--- src/rtl/mcu_pkg.sv ---
// Shared definitions for the MCU datapath blocks.
//
// Holds the ALU operation encodings, the bit positions of the {N,Z,C,V}
// flag nibble, the state encoding of the sequential multiplier, and a
// small helper that assembles a flag nibble from its individual bits.
// No ports: this file is a package only.
package mcu_pkg;

   // ALU operation encodings; MUL is serviced by mul_seq instead of a
   // single-cycle macro.
   localparam logic [2:0] ALU_ADD   = 3'b000;
   localparam logic [2:0] ALU_SUB   = 3'b001;
   localparam logic [2:0] ALU_AND   = 3'b010;
   localparam logic [2:0] ALU_ORR   = 3'b011;
   localparam logic [2:0] ALU_BPASS = 3'b100;
   localparam logic [2:0] ALU_MUL   = 3'b111;

   // Bit positions inside the 4-bit {N,Z,C,V} flag nibble.
   localparam int FLAG_N = 3;
   localparam int FLAG_Z = 2;
   localparam int FLAG_C = 1;
   localparam int FLAG_V = 0;

   // Sequential multiplier controller states.
   typedef enum logic [1:0] {
      IDLE = 2'b00,
      RUN  = 2'b01,
      DONE = 2'b10
   } mulState_t;

   // Builds a flag nibble; keeps callers independent of the bit ordering.
   function automatic logic [3:0] makeFlags(input logic n, input logic z,
                                            input logic c, input logic v);
      logic [3:0] f;
      f         = 4'b0000;
      f[FLAG_N] = n;
      f[FLAG_Z] = z;
      f[FLAG_C] = c;
      f[FLAG_V] = v;
      return f;
   endfunction

endpackage

--- src/rtl/mul_seq.sv ---
// Multi-cycle shift-add multiplier serving ALU MUL requests.
//
// The controller pulses start while ready is high; operands are sampled in
// that cycle. The block multiplies operand magnitudes one multiplier bit per
// cycle, applies the sign at the end and presents the full 2*WIDTH product
// together with ALU-style flags, pulsing done for one cycle.
//
// Ports:
//   clk         system clock
//   reset       synchronous, active-high reset
//   start       request pulse, accepted only while ready=1
//   is_signed   1 = two's-complement operands, 0 = unsigned
//   a, b        multiplicand and multiplier (WIDTH bits)
//   ready       high while idle
//   done        one-cycle pulse when the product is valid
//   product_lo  low half of the product (ALU result for MUL)
//   product_hi  high half of the product
//   flags       {N,Z,C,V}; C and V are always 0
module mul_seq
   import mcu_pkg::*;
#(
   parameter int WIDTH      = 32,
   parameter bit EARLY_EXIT = 1'b0
) (
   input  logic             clk,
   input  logic             reset,
   input  logic             start,
   input  logic             is_signed,
   input  logic [WIDTH-1:0] a,
   input  logic [WIDTH-1:0] b,
   output logic             ready,
   output logic             done,
   output logic [WIDTH-1:0] product_lo,
   output logic [WIDTH-1:0] product_hi,
   output logic [3:0]       flags
);

   localparam int              CW       = (WIDTH > 1) ? $clog2(WIDTH) : 1;
   localparam logic [CW-1:0]   CNT_LAST = CW'(WIDTH - 1);

   mulState_t            r_state;
   logic [2*WIDTH-1:0]   r_mcand;
   logic [WIDTH-1:0]     r_mplier;
   logic [2*WIDTH-1:0]   r_acc;
   logic [CW-1:0]        r_cnt;
   logic                 r_negRes;
   logic                 r_ready;
   logic                 r_done;
   logic [WIDTH-1:0]     r_productLo;
   logic [WIDTH-1:0]     r_productHi;
   logic [3:0]           r_flags;

   logic [WIDTH-1:0]     w_absA;
   logic [WIDTH-1:0]     w_absB;
   logic                 w_negRes;
   logic [2*WIDTH-1:0]   w_addend;
   logic [2*WIDTH-1:0]   w_accNext;
   logic [WIDTH-1:0]     w_mplierNext;
   logic [2*WIDTH-1:0]   w_final;
   logic                 w_lastIter;

   // Operand magnitudes at acceptance. The most negative value negates to
   // itself, which read as unsigned is exactly its magnitude, so it needs no
   // special handling.
   assign w_absA   = (is_signed && a[WIDTH-1]) ? ('0 - a) : a;
   assign w_absB   = (is_signed && b[WIDTH-1]) ? ('0 - b) : b;
   assign w_negRes = is_signed & (a[WIDTH-1] ^ b[WIDTH-1]);

   // One shift-add step: the accumulator value after this RUN cycle, and the
   // signed product that would be published if this is the final step.
   assign w_addend     = r_mplier[0] ? r_mcand : '0;
   assign w_accNext    = r_acc + w_addend;
   assign w_mplierNext = r_mplier >> 1;
   assign w_final      = r_negRes ? ('0 - w_accNext) : w_accNext;

   // RUN ends after the WIDTH-th step, or earlier when no multiplier bits
   // remain and early exit is enabled.
   assign w_lastIter = (r_cnt == CNT_LAST) ||
                       (EARLY_EXIT && (w_mplierNext == '0));

   // Controller and datapath. All outputs are registered here: ready drops
   // on acceptance and returns when leaving DONE, done is set only on the
   // RUN->DONE edge, and the product/flags registers are written only then
   // so they hold across later requests.
   always_ff @(posedge clk) begin
      if (reset) begin
         r_state     <= IDLE;
         r_mcand     <= '0;
         r_mplier    <= '0;
         r_acc       <= '0;
         r_cnt       <= '0;
         r_negRes    <= 1'b0;
         r_ready     <= 1'b1;
         r_done      <= 1'b0;
         r_productLo <= '0;
         r_productHi <= '0;
         r_flags     <= makeFlags(1'b0, 1'b1, 1'b0, 1'b0);
      end else begin
         case (r_state)
            IDLE: begin
               if (start) begin
                  r_mcand  <= {{WIDTH{1'b0}}, w_absA};
                  r_mplier <= w_absB;
                  r_acc    <= '0;
                  r_cnt    <= '0;
                  r_negRes <= w_negRes;
                  r_ready  <= 1'b0;
                  r_state  <= RUN;
               end
            end
            RUN: begin
               r_acc    <= w_accNext;
               r_mcand  <= r_mcand << 1;
               r_mplier <= w_mplierNext;
               r_cnt    <= r_cnt + CW'(1);
               if (w_lastIter) begin
                  r_productLo <= w_final[WIDTH-1:0];
                  r_productHi <= w_final[2*WIDTH-1:WIDTH];
                  r_flags     <= makeFlags(w_final[WIDTH-1],
                                           (w_final[WIDTH-1:0] == '0),
                                           1'b0, 1'b0);
                  r_done      <= 1'b1;
                  r_state     <= DONE;
               end
            end
            DONE: begin
               r_done  <= 1'b0;
               r_ready <= 1'b1;
               r_state <= IDLE;
            end
            default: begin
               r_done  <= 1'b0;
               r_ready <= 1'b1;
               r_state <= IDLE;
            end
         endcase
      end
   end

   assign ready      = r_ready;
   assign done       = r_done;
   assign product_lo = r_productLo;
   assign product_hi = r_productHi;
   assign flags      = r_flags;

endmodule

--- config.mk ---
export PLATFORM = sky130hd
export DESIGN_NAME = mul_seq
export DESIGN_NICKNAME = d
export VERILOG_FILES = /design/src/rtl/mcu_pkg.sv /design/src/rtl/mul_seq.sv
export SDC_FILE = /design/constraint.sdc
export NUM_CORES = 1
export LEC_CHECK = 0
export BUFFER_PORTS_ARGS = -buffer_cell sky130_fd_sc_hd__buf_4
export CORE_MARGIN = 5
export CORE_UTILIZATION = 45
export CTS_BUF_LIST = sky130_fd_sc_hd__clkbuf_4 sky130_fd_sc_hd__clkbuf_8 sky130_fd_sc_hd__clkbuf_16
export DETAILED_ROUTE_END_ITERATION = 6
export GPL_ROUTABILITY_DRIVEN = 0
export GPL_TIMING_DRIVEN = 0
export HOLD_SLACK_MARGIN = 0.1
export PLACE_DENSITY = 0.65
export SYNTH_ARGS = -nofsm -noshare
export SYNTH_HDL_FRONTEND = slang
export SYNTH_SLANG_ARGS = --single-unit
--- constraint.sdc ---
create_clock -name clk -period 6.4 [get_ports clk]
set_input_delay 1.28 -clock clk [delete_from_list [all_inputs] [get_ports clk]]
set_output_delay 1.28 -clock clk [all_outputs]
set_load 0.05 [all_outputs]
; Word-level counts from Yosys, hierarchy flattened
; Index checks and enable logic that the tools add are counted.
[op_classes]
addsub = 5
eq_ne = 4
muxes = 19
bitwise_logic = 4
n_reduce_logical = 11
[op_table]
columns = op, n
row1 = $mux W64, 4
row2 = $pmux W64 S2, 2
row3 = $mux W32, 3
row4 = $add A64 B64 Y64, 1
row5 = $pmux W32 S2, 1
row6 = $sub A1 B32 Y32 const A, 2
row7 = $sub A1 B64 Y64 const A, 1
row8 = $logic_not A32 Y1, 1
row9 = $reduce_and A2 Y1, 6
row10 = $pmux W5 S2, 1
row11 = $add A5 B1 Y5 const B, 1
row12 = $eq A5 B5 Y1 const B, 1
row13 = $mux W5, 1
row14 = $mux W2, 2
row15 = $ne A2 B2 Y1 const B, 2
row16 = $pmux W1 S2, 2
row17 = $pmux W2 S2, 1
row18 = $eq A2 B1 Y1 const B, 1
row19 = $logic_and A1 B1 Y1, 2
row20 = $logic_not A2 Y1, 1
row21 = $mux W1, 2
row22 = $not A1 Y1, 2
row23 = $reduce_bool A2 Y1, 1
row24 = $and A1 B1 Y1, 1
row25 = $xor A1 B1 Y1, 1
[totals]
reg_bits = 236
input_bits = 68
out_inout_bits = 70
word_cells = 54

; Logic depth before layout (Yosys ltp)
; Gate-level depths: netlist of run 1.
[depth]
word_depth = 5
ltp_mapped = 20
ltp_nobuf = 16

; Worst setup path after synthesis of run 1
; Ideal clock, no wire load.
[synth_timing]
path_kind = register to register
start = register r_mplier[0]
end = register r_productHi[25], in the netlist product_hi[25]
setup_ps = 125
arrival_time_ps = 4618
required_ps = 6275
setup_slack_ps = 1657
stages_incl_launch_ff = 20
n_path_buf = 3
period_less_slack_ps = 4743
cell_sequence = dfxtp_1 > clkbuf_1 > clkbuf_1 > and2_1 > ha_1 > inv_1 > fa_1 > nand2b_1 > a21oi_2 > o21ai_2 > a211oi_1 > nor3_1 > nor2_1 > a311oi_1 > or3_1 > or4_1 > buf_2 > o41ai_1 > xor2_1 > o21ai_1
[synth_via]
elab_chain_len = 4
[synth_rtl]
columns = element, line_no
row1 = from (decl), mul_seq.sv:43  ; logic [WIDTH-1:0] r_mplier;
row2 = from (signal assigned), mul_seq.sv:103  ; r_mplier <= w_absB;
row3 = from (signal assigned), mul_seq.sv:114  ; r_mplier <= w_mplierNext;
row4 = $mux W64 (*), mul_seq.sv:71  ; assign w_addend = r_mplier[0] ? r_mcand : '0;
row5 = $add A64 B64 Y64 (*), mul_seq.sv:72  ; assign w_accNext = r_acc + w_addend;
row6 = $sub A1 B64 Y64, mul_seq.sv:74  ; assign w_final = r_negRes ? ('0 - w_accNext) : w_accNext;
row7 = $mux W64 (*), mul_seq.sv:74
row8 = to (signal assigned), mul_seq.sv:118  ; r_productHi <= w_final[2*WIDTH-1:WIDTH];
row9 = to (decl), mul_seq.sv:50  ; logic [WIDTH-1:0] r_productHi;
; Mark *: on every way between the ends. The rest lies on a longest branch, timed or not.
; A chain may end at the register's enable or synchronous reset.

; Final worst setup path of run 1
[layout_timing]
start = register r_mplier[0]
end = register r_productHi[22], in the netlist product_hi[22]
; The elaborated chain is that of the path after synthesis.

==> metrics, run 1 <==
outcome finished clean; Setup Crit Path Kind flip-flop to flip-flop; Final Max Tran Viols 0; Hold Path Class flip-flop to flip-flop; clock sinks around 240; placed insts 2690; final hold violation count 0; Clock Skews about 0.026 ns; NetSw just under 1 mW; Max Freq about 160 MHz; CTS tree built; top_reg_cell synth dfxtp_1; Die Wd approximately 200 um; Worst Tran Pin Value between 1 and 1.5 ns; core footprint ~35000 um2; total iterations of the first detailed-routing run 7; worst vdd rail ir drop ~0.00017 V; Vias/cell around 6.1; first-pass GRT wire length approximately 83000 um; buffer count from post-CTS setup fixing 0; setup_tns 0 ns; hold_buf cts 0; initial antenna violation count 1; vias in the first global route around 16000; minimum clock period 6.06 ns; hold slack 0.453 ns; most frequent cells in the layout nor2_1 (331), dfxtp_1 (235), nand2_1 (148); fraction of registers with async set/reset 0%; final WL between 50000 and 60000 um; nets roughly 2400; register-to-register setup slack between 0.3 and 0.4 ns; critical path peak fanout 10; crit share post-route around 95%; CP Capture Type flip-flop; area growth from synthesis to layout 15.4%; share of the synthesized area in the top cell type 29.2%; Post-Syn Instances between 2000 and 2500; clock root buffer clkbuf_16; Logic pwr share roughly 15%; RSZ-0062 raised after global routing no; Max Cap Viol 0; critical path required time a little under 7 ns; # setup viols final 0; Slew HR between 10% and 20%; hpwl dp approximately 43000 um; Clk pwr share 42.5%; ANT nets after route 0; post-CTS sizing 0; yosys warns 0; post-synthesis cell type count 86; Die ar. just under 40000 um2; average size of a mapped cell around 7.7 um2; CTS buffer count 25; Synth area leader dfxtp_1; switch share roughly 28%; Initial Util a little under half; Vert. Die Dim between 150 and 200 um; share of layout cells above drive strength 1 10.0%; Inserted Diodes 0; Worst Path Arrival 6.50 ns; Pleak slightly above 7 nW; internal power consumption 2.57 mW; # IOs 138; commonest non-fill, non-tap cell in the layout nor2_1; H-tree Lvls 1; total congestion overflow 0; synth top area cells dfxtp_1 (29%), nor2_1 (7.7%), ha_1 (5.3%), xor2_1 (4.8%), a22oi_1 (4.5%); Critical Path Start Type flip-flop; clock latency on the worst-skew pair 0.55 ns; num rows roughly 70; clk slew on worst S/H paths around 0.06 ns; Pwr Density between 150 and 200 nW/um2; WL/cell 19.4 um; number of DRC markers in iteration 0 1569; Vias 16800; synthesized flop and latch total 235; register area share after synthesis 29.2%; Global Route Usage Sum 25.8%; Max Root-Sink Buffers 3; register share of total power between 40% and 50%; drt drc 0; port bufs roughly 140; number of synthesized flops with an enable pin 0; fin cells ~2700; largest net degree at the start of global routing 15; synthesized area 16100 um2
==> metal layers <==
metal	GRT usage, %	share of wire (%)	vias up
met5	0	0	-
met4	7.07	2.7	0
met3	4.22	9.1	90
met2	41.0	43	689
met1	36.4	45	7872
li1	-	-	8115
==> kinds of logic (layout without fill, tap and decap cells) <==
family	after synthesis	count (layout)	synth area share [%]
xor gates and xnor gates	154	154	8.38
and+or+nand+nor	791	791	23.4
AOI/OAI and AO/OA	666	666	28.8
buffers and inverters	167	347	4.14
other	1	2	0.0233
DFF	235	235	29.2
adders and majority gates	69	69	5.41
muxes	10	10	0.645
==> area by class of cell <==
type                            count  area (um2)
Buffer                            142         574
Clock buffer                       32         697
Clock inverter                     13         161
Fill cell                        3517       16900
Inverter                           25        93.8
Multi-Input combinational cell   1692       10800
Sequential cell                   235        4700
Tap cell                          461         577
Timing Repair Buffer              135        1010
==> synthesized netlist by cell type, types with 5 or more instances <==
cell,number
a21boi_0,5
or4_1,18
a21oi_2,6
o21ai_1,9
or3_1,14
a31oi_1,13
nand2_1,148
nor2b_1,13
and4_1,9
mux2i_1,7
o21bai_1,7
clkbuf_1,124
a22oi_1,97
ha_1,68
nand2b_1,12
o21a_1,18
xor2_1,88
a211o_1,8
o21ai_0,116
nand3_1,31
o2111ai_1,8
nor3_1,41
inv_1,24
o41ai_1,17
nor2_1,331
o211ai_1,14
xnor2_1,66
a222oi_1,60
nand4_1,38
buf_2,8
nor4_1,18
dfxtp_1,235
and2_1,79
a21o_1,23
a211oi_1,54
or2_2,5
a21oi_1,139
o31ai_1,28
and3_1,10
==> stage by stage <==
| stage | area, um2 | setup WS, ns | total power, mW | util (%) |
|---|---|---|---|---|
| 2_1_floorplan | 16100 | 1.66 | 1.89 | - |
| 3_3_place_gp | 17700 | 0.204 | 2.05 | 49.9 |
| 3_5_place_dp | 17700 | 0.0968 | 2.07 | 49.9 |
| 4_1_cts | 18600 | 0.0793 | 3.58 | 52.3 |
| 5_1_grt | 18600 | 0.0296 | 3.70 | 52.4 |
| 6_report | 18600 | 0.336 | 3.56 | 52.4 |
==> state kept, by name (all words and copies together) (netlist names) <==
register and cells:
done 1, r_negRes 1, r_acc 64, r_state 2, r_mplier 32, product_lo 32
flags 1, r_mcand 64, ready 1, product_hi 32, r_cnt 5
==> critical path: stages (launching register included) <==
cell and delay [ns]:
dfxtp_1 0.38, clkbuf_2 0.29, clkbuf_1 0.41, and2_1 0.20, ha_1 0.19, inv_1 0.06
fa_1 0.40, nand2b_1 0.22, a21o_1 0.25, a2111oi_1 0.69, o31ai_1 0.17, a22oi_1 0.31
nand4_1 0.31, nor4b_2 0.54, nand3_1 0.29, or3_1 0.39, buf_2 0.18, o41ai_1 0.37
xor2_1 0.20, o21ai_1 0.07
==> power groups by stage <==
| stage | Clock, mW | Combinational [mW] | Sequential [mW] |
|---|---|---|---|
| 2_1_floorplan | 0 | 0.341 | 1.55 |
| 3_3_place_gp | 0 | 0.502 | 1.55 |
| 3_5_place_dp | 0 | 0.513 | 1.55 |
| 4_1_cts | 1.54 | 0.515 | 1.52 |
| 5_1_grt | 1.60 | 0.575 | 1.53 |
| 6_report | 1.51 | 0.524 | 1.52 |
==> final timing paths <==
check / end / start / depth (start not counted)
worst max-delay path: product_hi[22] / r_mplier[0] / 19
worst min-delay path: product_hi[22] / product_hi[22] / 2
worst max register to register: product_hi[22] / r_mplier[0] / 19
worst min register to register: product_hi[22] / product_hi[22] / 2
(Power assumes the default switching activity.)
==> inputs of run 2 (changes only) <==
--- a/config.mk
+++ b/config.mk
@@ -5,6 +5,7 @@
 export SDC_FILE = /design/constraint.sdc
 export NUM_CORES = 1
 export LEC_CHECK = 0
+export ABC_AREA = 1
 export BUFFER_PORTS_ARGS = -buffer_cell sky130_fd_sc_hd__buf_4
 export CORE_MARGIN = 5
 export CORE_UTILIZATION = 45
@@ -13,7 +14,7 @@
 export GPL_ROUTABILITY_DRIVEN = 0
 export GPL_TIMING_DRIVEN = 0
 export HOLD_SLACK_MARGIN = 0.1
-export PLACE_DENSITY = 0.65
+export PLACE_DENSITY = 0.64
 export SYNTH_ARGS = -nofsm -noshare
 export SYNTH_HDL_FRONTEND = slang
 export SYNTH_SLANG_ARGS = --single-unit
==> run 2 against run 1 <==
Effect of this change: the flow now finishes with violations (design-rule violations); utilization decreased by 0.73 points; sequential cell count unchanged; wire length increased by 27%; cell count increased by 50%; worst hold slack improved by 0.0086 ns; combinational power increased by 20%; non-clock buffer count decreased by 35; first-iteration DRC count increased by 28%; critical endpoint is now product_hi[27]; largest cell class unchanged; highest routed layer unchanged.
==> metrics, run 2 <==
most frequent cells in the layout nand2_1 (1318), inv_1 (497), a21oi_1 (248); port bufs between 100 and 150; top cells by count, synth nand2_1 (1318), inv_1 (497), a21oi_1 (248), dfxtp_1 (235), nor2_1 (232); highest metal used met4; final WL roughly 68000 um; CTS tree built; hpwl dp 56100 um; Setup Crit Path Kind flip-flop to flip-flop; WL/cell roughly 16 um; Vias 21700; number of synthesized flops with an enable pin 0; final hold violation count 0; largest net degree at the start of global routing 14; Max Freq approximately 200 MHz; share of layout cells above drive strength 1 under 10%; Worst Path Arrival 5.50 ns; Initial Util a little under half; Vert. Die Dim 215 um; num rows between 70 and 80; critical path required time between 6 and 7 ns; H-tree Lvls 1; synth top area cells nand2_1 (26%), dfxtp_1 (25%), inv_1 (9.8%), a21oi_1 (6.6%), nand3_1 (5.8%); minimum clock period slightly above 5 ns; first-pass GRT wire length 106000 um; Slew HR between 20 and 30%; clock root buffer clkbuf_16; filler instances between 4000 and 5000; synthesized flop and latch total ~240; CTS buffer count 27; post-CTS sizing 0; yosys warns 0; Clock Skews approximately 0.011 ns; worst vdd rail ir drop between 0.0001 and 0.00015 V; Finished Cell Area around 22000 um2; total congestion overflow 0; Regs by FF count r_acc (64), r_mcand (64); Die Wd about 220 um; Post-Syn Instances 3380; R2R cell count 27; total iterations of the first detailed-routing run 7; DR WL met2 around 30000 um; top_reg_cell synth dfxtp_1; Inserted Diodes 0; commonest non-fill, non-tap cell in the layout nand2_1; Critical Path Start Type flip-flop; Global Route Usage Sum around 28%; core footprint between 40000 and 50000 um2; initial antenna violation count 1; RSZ-0062 raised after global routing no; clock sinks around 240; clk slew on worst S/H paths approximately 0.060 ns; failing checks design-rule violations; drt drc 3; post-synthesis cell type count 48; Max Root-Sink Buffers 3; synthesized area between 15000 and 20000 um2; Worst Tran Pin Value 1.07 ns; setup_tns 0 ns; fraction of registers with async set/reset 0%; Synth area leader nand2_1; CP Capture Type flip-flop; crit share post-route 78.8%; Pwr Density roughly 180 nW/um2; # setup viols final 0; average size of a mapped cell about 5.6 um2; hold_buf cts 0; vias in the first global route between 20000 and 25000; slowest CP cell clkbuf_1; Hold Path Class flip-flop to flip-flop; share of the synthesized area in the top cell type a little over a quarter; nets ~3700; Final Max Tran Viols 0; metal3 WL about 5300 um; DRT met1 WL ~30000 um; buffer count from post-CTS setup fixing 0; number of DRC markers in iteration 0 2005; Pleak 11.3 nW; Pwr Total 3.78 mW; area growth from synthesis to layout 13.8%; Placement Cell Area between 20000 and 25000 um2; crit-path max cell delay 0.59 ns; critical path peak fanout 10; # IOs 138; outcome finished with violations; most frequent cell after synthesis nand2_1; clock latency on the worst-skew pair 0.56 ns; Die ar. about 46000 um2; Max Cap Viol 0; cell mode on critical path nand2_1; Vias/cell between 5 and 6; ANT nets after route 0; WHS Path Cells 2; register area share after synthesis around 25%
-- run 2: logic make-up (layout without fill, tap and decap cells) --
group / Yosys count / after routing / share of synthesized area [%]
buffers and inverters: 628 / 810 / 12.5
AND/OR/NAND/NOR: 1933 / 1933 / 42.4
flip-flops: 235 / 235 / 24.8
AO/OA/AOI/OAI: 468 / 468 / 13.5
other: 1 / 2 / 0.0198
adder cells (fa/ha/maj): 69 / 69 / 4.60
XOR/XNOR: 46 / 46 / 2.13
-- run 2: final cells by class --
cell class	instances	area, um2	share of cell area (%)
Multi-Input combinational cell	2518	11900	55.1
Sequential cell	235	4700	21.8
Inverter	520	1950	9.05
Clock inverter	9	125	0.580
Clock buffer	39	810	3.75
Buffer	108	419	1.94
Timing Repair Buffer	134	1010	4.66
Tap cell	539	674	3.13
-- run 2: power breakdown --
group | internal [mW] | switching (mW)
logic | 0.191 | 0.437
registers | 1.50 | 0.0262
clock network | 0.993 | 0.636
-- run 2: routing by layer --
layer  global-route usage [%]  vias up
met4                     9.37        0
li1                         -    10900
met5                        0        -
met3                     3.07      146
met1                     38.3     9700
met2                     46.1      875
-- run 2: critical path, delay by kind of cell, from the launching register on --
family | cells | cell delay, ns
simple gates | 18 | 2.36
buf+inv | 6 | 1.35
fa+ha+maj | 2 | 0.68
flops | 1 | 0.34
compound gates | 1 | 0.19
-- run 2: metrics by stage --
step | std cells | utilization [%] | worst slack (ns) | hold WS, ns
after global routing | 4102 | 51.6 | 0.991 | 0.487
final | 4102 | 51.6 | 1.36 | 0.462
after CTS | 4102 | 51.6 | 1.40 | 0.464
after global placement | 4054 | 49.4 | 1.50 | 0.450
after floorplan | 3381 | - | 2.91 | 0.436
after detailed placement | 4054 | 49.4 | 1.45 | 0.455
-- run 2: final timing paths --
| kind | from | endpoint | slack [ns] |
|---|---|---|---|
| setup / recovery | r_mplier[0] | product_hi[27] | 1.36 |
| hold / removal | product_lo[1] | product_lo[1] | 0.46 |
| setup reg to reg | r_mplier[0] | product_hi[27] | 1.36 |
| hold reg to reg | product_lo[1] | product_lo[1] | 0.46 |
